## config.mk

```make
export PLATFORM = sky130hd
export DESIGN_NAME = load_store_unit
export DESIGN_NICKNAME = d
export VERILOG_FILES = /design/src/rtl/load_store_unit.sv
export SDC_FILE = /design/constraint.sdc
export NUM_CORES = 1
export LEC_CHECK = 0
export CORE_ASPECT_RATIO = 0.8
export CORE_MARGIN = 1.5
export CORE_UTILIZATION = 45
export CTS_BUF_LIST = sky130_fd_sc_hd__clkbuf_8
export DETAILED_ROUTE_END_ITERATION = 8
export GPL_TIMING_DRIVEN = 1
export PLACE_DENSITY = 0.79
export SETUP_SLACK_MARGIN = 0.2
export SLEW_MARGIN = 40
export SYNTH_ARGS = -nofsm -noshare
export SYNTH_HDL_FRONTEND = slang
export SYNTH_SLANG_ARGS = --single-unit
```

## constraint.sdc

```tcl
create_clock -name clk_in -period 4.85 [get_ports clk_in]
set_input_delay 0.7275 -clock clk_in [delete_from_list [all_inputs] [get_ports clk_in]]
set_output_delay 0.7275 -clock clk_in [all_outputs]
set_load 0.03 [all_outputs]
```

## src/rtl/load_store_unit.sv

```systemverilog
// -----------------------------------------------------------------------------
// load_store_unit
//
// Executes one memory operation at a time on behalf of the load/store buffer.
// A request is latched, the byte-wide RAM port is requested from the memory
// arbiter, and 1/2/4 bytes are moved little-endian, one byte per granted cycle.
// Load results are sign- or zero-extended and broadcast with their ROB id for
// one cycle. Stores never report a result.
//
// Instruction codes (inst_name_from_lsb), shared with the LSB decoder:
//   1 LB, 2 LH, 3 LW, 4 LBU, 5 LHU, 6 SB, 7 SH, 8 SW
//
// Ports
//   clk_in                 in   1      clock, rising edge
//   rst_in                 in   1      asynchronous active-low reset
//   rdy_in                 in   1      global stall when low
//   en_signal_from_lsb     in   1      request valid (one-cycle pulse)
//   inst_name_from_lsb     in   6      operation code
//   mem_addr_from_lsb      in   32     byte address
//   store_value_from_lsb   in   32     store data (low bytes used)
//   rob_id_from_lsb        in   ROB_W  destination ROB id
//   busy_to_lsb            out  1      cannot accept a request this cycle
//   valid_out              out  1      load result valid (one-cycle pulse)
//   result_out             out  32     extended load data
//   rob_id_out             out  ROB_W  ROB id of the result
//   rollback_flag_from_rob in   1      squash speculative work
//   mem_req_out            out  1      request the RAM port
//   mem_grant_in           in   1      arbiter grants the port
//   mem_a_out              out  32     RAM byte address
//   mem_dout_out           out  8      RAM write byte
//   mem_wr_out             out  1      1 = write, 0 = read
//   mem_din_in             in   8      RAM read byte, 1-cycle latency
//   io_buffer_full_in      in   1      UART buffer full
//
// Port grant and IO back-pressure are sampled at the clock edge and decide
// whether the following ACCESS cycle moves a byte; that decision is held in
// xfer_q so mem_wr_out can come straight from a flop.
// -----------------------------------------------------------------------------
module load_store_unit #(
   parameter logic [31:0] IO_ADDR = 32'h0003_0000,
   parameter int          ROB_W   = 5
) (
   input  logic             clk_in,
   input  logic             rst_in,
   input  logic             rdy_in,
   input  logic             en_signal_from_lsb,
   input  logic [5:0]       inst_name_from_lsb,
   input  logic [31:0]      mem_addr_from_lsb,
   input  logic [31:0]      store_value_from_lsb,
   input  logic [ROB_W-1:0] rob_id_from_lsb,
   output logic             busy_to_lsb,
   output logic             valid_out,
   output logic [31:0]      result_out,
   output logic [ROB_W-1:0] rob_id_out,
   input  logic             rollback_flag_from_rob,
   output logic             mem_req_out,
   input  logic             mem_grant_in,
   output logic [31:0]      mem_a_out,
   output logic [7:0]       mem_dout_out,
   output logic             mem_wr_out,
   input  logic [7:0]       mem_din_in,
   input  logic             io_buffer_full_in
);

   localparam logic [5:0] INST_LB  = 6'd1;
   localparam logic [5:0] INST_LH  = 6'd2;
   localparam logic [5:0] INST_LW  = 6'd3;
   localparam logic [5:0] INST_LBU = 6'd4;
   localparam logic [5:0] INST_LHU = 6'd5;
   localparam logic [5:0] INST_SB  = 6'd6;
   localparam logic [5:0] INST_SH  = 6'd7;
   localparam logic [5:0] INST_SW  = 6'd8;

   typedef enum logic [2:0] {
      S_IDLE,
      S_REQ,
      S_ACCESS,
      S_WAIT,
      S_DONE
   } state_e;

   function automatic logic is_store(input logic [5:0] code);
      return code inside {INST_SB, INST_SH, INST_SW};
   endfunction

   // Index of the last byte of the access: 0, 1 or 3.
   function automatic logic [1:0] last_byte(input logic [5:0] code);
      case (code)
         INST_LB, INST_LBU, INST_SB: return 2'd0;
         INST_LH, INST_LHU, INST_SH: return 2'd1;
         default:                    return 2'd3;
      endcase
   endfunction

   state_e           state_q, state_d;
   logic [5:0]       inst_q;
   logic [31:0]      addr_q;
   logic [31:0]      value_q;
   logic [31:0]      data_q;
   logic [ROB_W-1:0] rob_q;
   logic [1:0]       k_q, k_d;
   logic [1:0]       cap_k_q;
   logic             cap_q, cap_d;
   logic             xfer_q, xfer_d;
   logic             mem_wr_q, mem_wr_d;
   logic             mem_req_q, mem_req_d;
   logic             valid_q, valid_d;
   logic             take;
   logic             store_q;
   logic             abort;
   logic             io_hold;
   logic [31:0]      result_ext;

   assign store_q = is_store(inst_q);
   // Only speculative work is squashed; a store here is already committed.
   assign abort   = rollback_flag_from_rob && !store_q && (state_q != S_IDLE);

   // NOTE: every signal written in an always_comb gets a default first, so no
   // path leaves it unassigned and no latch is inferred.
   always_comb begin
      state_d = state_q;
      k_d     = k_q;
      take    = 1'b0;
      unique case (state_q)
         S_IDLE: begin
            // A load arriving with a rollback is itself speculative: drop it.
            if (en_signal_from_lsb &&
                (!rollback_flag_from_rob || is_store(inst_name_from_lsb))) begin
               take    = 1'b1;
               state_d = S_REQ;
            end
         end
         S_REQ: begin
            if (abort) begin
               state_d = S_IDLE;
            end else if (mem_grant_in) begin
               state_d = S_ACCESS;
               k_d     = 2'd0;
            end
         end
         S_ACCESS: begin
            if (abort) begin
               state_d = S_IDLE;
            end else if (xfer_q) begin
               if (k_q == last_byte(inst_q)) begin
                  state_d = store_q ? S_IDLE : S_WAIT;
               end else begin
                  k_d = k_q + 2'd1;
               end
            end
         end
         S_WAIT:  state_d = abort ? S_IDLE : S_DONE;
         S_DONE:  state_d = S_IDLE;
         default: state_d = S_IDLE;
      endcase

      // The UART byte is held back while its buffer is full.
      io_hold   = store_q && ((addr_q + 32'(k_d)) == IO_ADDR) && io_buffer_full_in;
      xfer_d    = (state_d == S_ACCESS) && mem_grant_in && !io_hold;
      mem_wr_d  = xfer_d && store_q;
      mem_req_d = (state_d == S_REQ) || (state_d == S_ACCESS);
      valid_d   = (state_d == S_DONE);
      // Read data arrives one cycle after the address, so capture is deferred.
      cap_d     = (state_q == S_ACCESS) && xfer_q && !store_q && (state_d != S_IDLE);
   end

   // NOTE: sequential state is written only with non-blocking assignments so
   // every flop samples the pre-edge values of the others.
   always_ff @(posedge clk_in or negedge rst_in) begin
      if (!rst_in) begin
         state_q <= S_IDLE;
      end else if (rdy_in) begin
         state_q <= state_d;
      end
   end

   always_ff @(posedge clk_in or negedge rst_in) begin
      if (!rst_in) begin
         inst_q    <= '0;
         addr_q    <= '0;
         value_q   <= '0;
         data_q    <= '0;
         rob_q     <= '0;
         k_q       <= '0;
         cap_k_q   <= '0;
         cap_q     <= 1'b0;
         xfer_q    <= 1'b0;
         mem_wr_q  <= 1'b0;
         mem_req_q <= 1'b0;
         valid_q   <= 1'b0;
      end else if (rdy_in) begin
         k_q       <= k_d;
         cap_k_q   <= k_q;
         cap_q     <= cap_d;
         xfer_q    <= xfer_d;
         mem_wr_q  <= mem_wr_d;
         mem_req_q <= mem_req_d;
         valid_q   <= valid_d;
         if (take) begin
            inst_q  <= inst_name_from_lsb;
            addr_q  <= mem_addr_from_lsb;
            value_q <= store_value_from_lsb;
            rob_q   <= rob_id_from_lsb;
            data_q  <= '0;
         end else if (cap_q) begin
            data_q[{cap_k_q, 3'b000} +: 8] <= mem_din_in;
         end
      end
   end

   always_comb begin
      result_ext = data_q;
      case (inst_q)
         INST_LB:  result_ext = {{24{data_q[7]}}, data_q[7:0]};
         INST_LH:  result_ext = {{16{data_q[15]}}, data_q[15:0]};
         INST_LBU: result_ext = {24'h0, data_q[7:0]};
         INST_LHU: result_ext = {16'h0, data_q[15:0]};
         default:  result_ext = data_q;
      endcase
   end

   assign busy_to_lsb  = en_signal_from_lsb || (state_q != S_IDLE);
   assign valid_out    = valid_q;
   assign result_out   = result_ext;
   assign rob_id_out   = rob_q;
   assign mem_req_out  = mem_req_q;
   // A stalled cycle must never reach the RAM as a write.
   assign mem_wr_out   = mem_wr_q && rdy_in;
   assign mem_a_out    = addr_q + 32'(k_q);
   assign mem_dout_out = value_q[{k_q, 3'b000} +: 8];

endmodule

```

==> results.sh <==
export IMPL_area_growth_pct=32.3
export IMPL_placedCellCount=984
export IMPL_relSlewSlack_pct=53.7
export IMPL_die_x_um=141
export IMPL_power_mw=4.52
export IMPL_hpwl_um=13300
export IMPL_worstMarginPinSlew_ns=0.690
export IMPL_dieArea_um2=16100
export IMPL_fillers=1246
export IMPL_regToRegStartpoint="inst_q[1]"
export IMPL_clkTransAtPathRegs_ns=0.07
export IMPL_yosysMostFrequentCell="dfrtp_1"
export IMPL_fin_skew_ns=0.00981
export IMPL_ys_seq_area_share_pct=43.2
export IMPL_htree_levels=4
export IMPL_rsz0062_at_grt="false"
export IMPL_crit_arrival_ns=3.61
export IMPL_clock_path_buffers=2
export IMPL_max_cap_violations=0
export IMPL_core_area_um2=15000
export IMPL_netlist_area_leader_share_pct=43.2
export IMPL_vias=5787
export IMPL_hp_class="input pin to async pin"
export IMPL_synth_top_cells_by_count="119 x dfrtp_1, 69 x mux2_2, 52 x nand2_1, 35 x nor2_1, 35 x o21ai_0"
export IMPL_start_kind="register"
export IMPL_fin_ws_ns=0.509
export IMPL_dieHeight_um=114
export IMPL_post_route_min_period_ns=4.34
export IMPL_hold_ws_ns=0.264
export IMPL_cts_buffers=17
export IMPL_syn_area_per_cell_um2=10.4
export IMPL_post_route_period_util_pct=89.5
export IMPL_io_buffers=170
export IMPL_antenna_cells=0
export IMPL_syn_nets=764
export IMPL_viasPerCell=5.70
export IMPL_synth_cell_types=69
export IMPL_ant_nets=0
export IMPL_row_count=40
export IMPL_status="finished clean"
export IMPL_ys_warn_count=0
export IMPL_io_pins=171
export IMPL_async_reset_ff_share_pct=100
export IMPL_r2r_end="mem_wr_q"
export IMPL_hold_viol_final=0
export IMPL_grtUsageTotal_pct=23.9
export IMPL_grt_pass1_vias=5671
export IMPL_dp_slack_ns=0.413
export IMPL_start_util_pct=46.0
export IMPL_grt_max_degree=64
export IMPL_cp_endpoint="mem_a_out[29]"
export IMPL_grt_pass1_wl_um=29900
export IMPL_post_route_util_pct=60.9
export IMPL_post_drt_wl_per_cell_um=18.2
export IMPL_synth_ff_type="dfrtp_1"
export IMPL_drive_gt1_share_pct=18.1
export IMPL_ir_worst_vdd_mv=0.315
export IMPL_synth_top_cells_by_area="dfrtp_1 43%, mux2_2 11%, a22o_1 3.1%, a21o_1 2.8%, nand2_1 2.8%"
export IMPL_worstPathMaxFanout=18
export IMPL_synthesis_area_um2=6890
export IMPL_path_class="register to output port"
export IMPL_leakagePower_nw=3.83
export IMPL_synth_cells=663
export IMPL_gp_congestion=0.880
export IMPL_post_cts_buffers=0
export IMPL_setup_viol=0
export IMPL_fmax_mhz=230
export IMPL_fin_cells=1016
export IMPL_grt_overflow=0
export IMPL_drc=0
export IMPL_synth_edf_count=0
export IMPL_dr_pass1_iters=5
export IMPL_antenna_found_initial=0
export IMPL_wirelength_um=18500
export IMPL_fin_nets=915
export IMPL_cts_sinks=119
export IMPL_drt_iter0_drc=433
export IMPL_critPathLaunch="k_q[1]"
export IMPL_placed_area_um2=8680
export IMPL_required_ns=4.12
export IMPL_power_density_nw_per_um2=495
export IMPL_ff2ff_path_depth=15
export IMPL_r2r_setup_slack_ns=0.59
export IMPL_setup_tns_ns=0
export IMPL_clock_latency_ns=0.44
export IMPL_post_synth_top_area_cell="dfrtp_1"
export IMPL_cts_root_buf="clkbuf_8"
export IMPL_synth_ff_latch_count=119
export IMPL_end_kind="output port"
export IMPL_cts_tree="yes"
export IMPL_drv_slew=0
export IMPL_finalInstanceArea_um2=9110
[state kept, by name (all words and copies together) (netlist names), 2 cells and up]
name and count:
inst_q 6, rob_id_out 5, cap_k_q 2, k_q 2, data_q 32, addr_q 32
value_q 32, state_q 3
[power by group]
part	switching, mW	internal (mW)
Sequential	0.384	1.28
Combinational	1.04	0.928
Clock	0.435	0.454
Total	1.86	2.66
[layer usage]
metal | share of wire [%] | GRT usage, % | vias up
li1 | - | - | 2736
met1 | 46 | 33.7 | 2819
met2 | 45 | 35.8 | 216
met3 | 8.1 | 7.09 | 16
met4 | 1.0 | 6.94 | 0
met5 | 0 | 0 | -
[placed cells by master, fill, tap and decap left out, types with 4 or more instances in the layout]
cell type	netlist	routed
a21o_1	26	26
a21oi_1	12	11
a22o_1	24	24
and2_1	8	7
and3_1	7	7
and4_1	5	5
buf_4	11	10
clkbuf_8	0	20
clkdlybuf4s50_1	0	169
dfrtp_1	119	119
ha_1	9	9
inv_1	20	20
inv_6	0	6
mux2_2	69	69
mux4_2	8	8
nand2_1	52	51
nand3_1	23	23
nand4_1	16	16
nor2_1	35	33
nor2b_1	7	7
nor3_1	14	12
nor3_2	2	4
nor4_1	7	6
o21ai_0	35	35
or2_2	4	4
or3_1	5	5
xnor2_1	19	19
xor2_1	17	17
[worst max-delay path: stages, from the launching register on]
cell	delay (ns)
dfrtp_1	0.45
buf_4	0.25
ha_1	0.30
a21oi_1	0.13
or3_1	0.48
nor3_1	0.32
nand3_1	0.18
nor3_1	0.20
xor2_1	0.18
clkdlybuf4s50_1	0.70
[cells by family (layout without fill, tap and decap cells)]
| family | after synthesis | count (layout) | share of synthesized area (%) |
|---|---|---|---|
| flops | 119 | 119 | 43.2 |
| simple gates | 207 | 207 | 16.2 |
| xor+xnor | 36 | 36 | 4.58 |
| buf+inv | 69 | 233 | 4.61 |
| mux | 79 | 79 | 14.2 |
| fa+ha+maj | 11 | 11 | 2.22 |
| compound gates | 142 | 142 | 15.0 |
[cell type report]
| type | count | area [um^2] | area share [%] |
|---|---|---|---|
| multi-input cells | 475 | 3640 | 39.9 |
| flip-flops and latches | 119 | 2980 | 32.7 |
| repair buffers | 181 | 1800 | 19.7 |
| clock buffers | 20 | 275 | 3.02 |
| well taps | 189 | 236 | 2.59 |
| clock inverters | 12 | 114 | 1.25 |
| inverters | 20 | 75.1 | 0.824 |
[worst min path at each step]
stage	start	endpoint	slack, ns	cells past startpoint
after floorplan	rst_in	addr_q[0]	0.43	0
after global placement	data_q[30]	data_q[30]	0.46	2
after detailed placement	data_q[14]	data_q[14]	0.47	2
after CTS	rst_in	addr_q[9]	0.38	1
after global routing	rst_in	addr_q[11]	0.28	1
final	rst_in	addr_q[9]	0.26	1
[what timing repair did]
item,CTS,global route
hold buffers,0,0
setup endpoints to repair,0,6
resized for setup,0,7
Note: power is estimated with default switching activity, not from simulation.
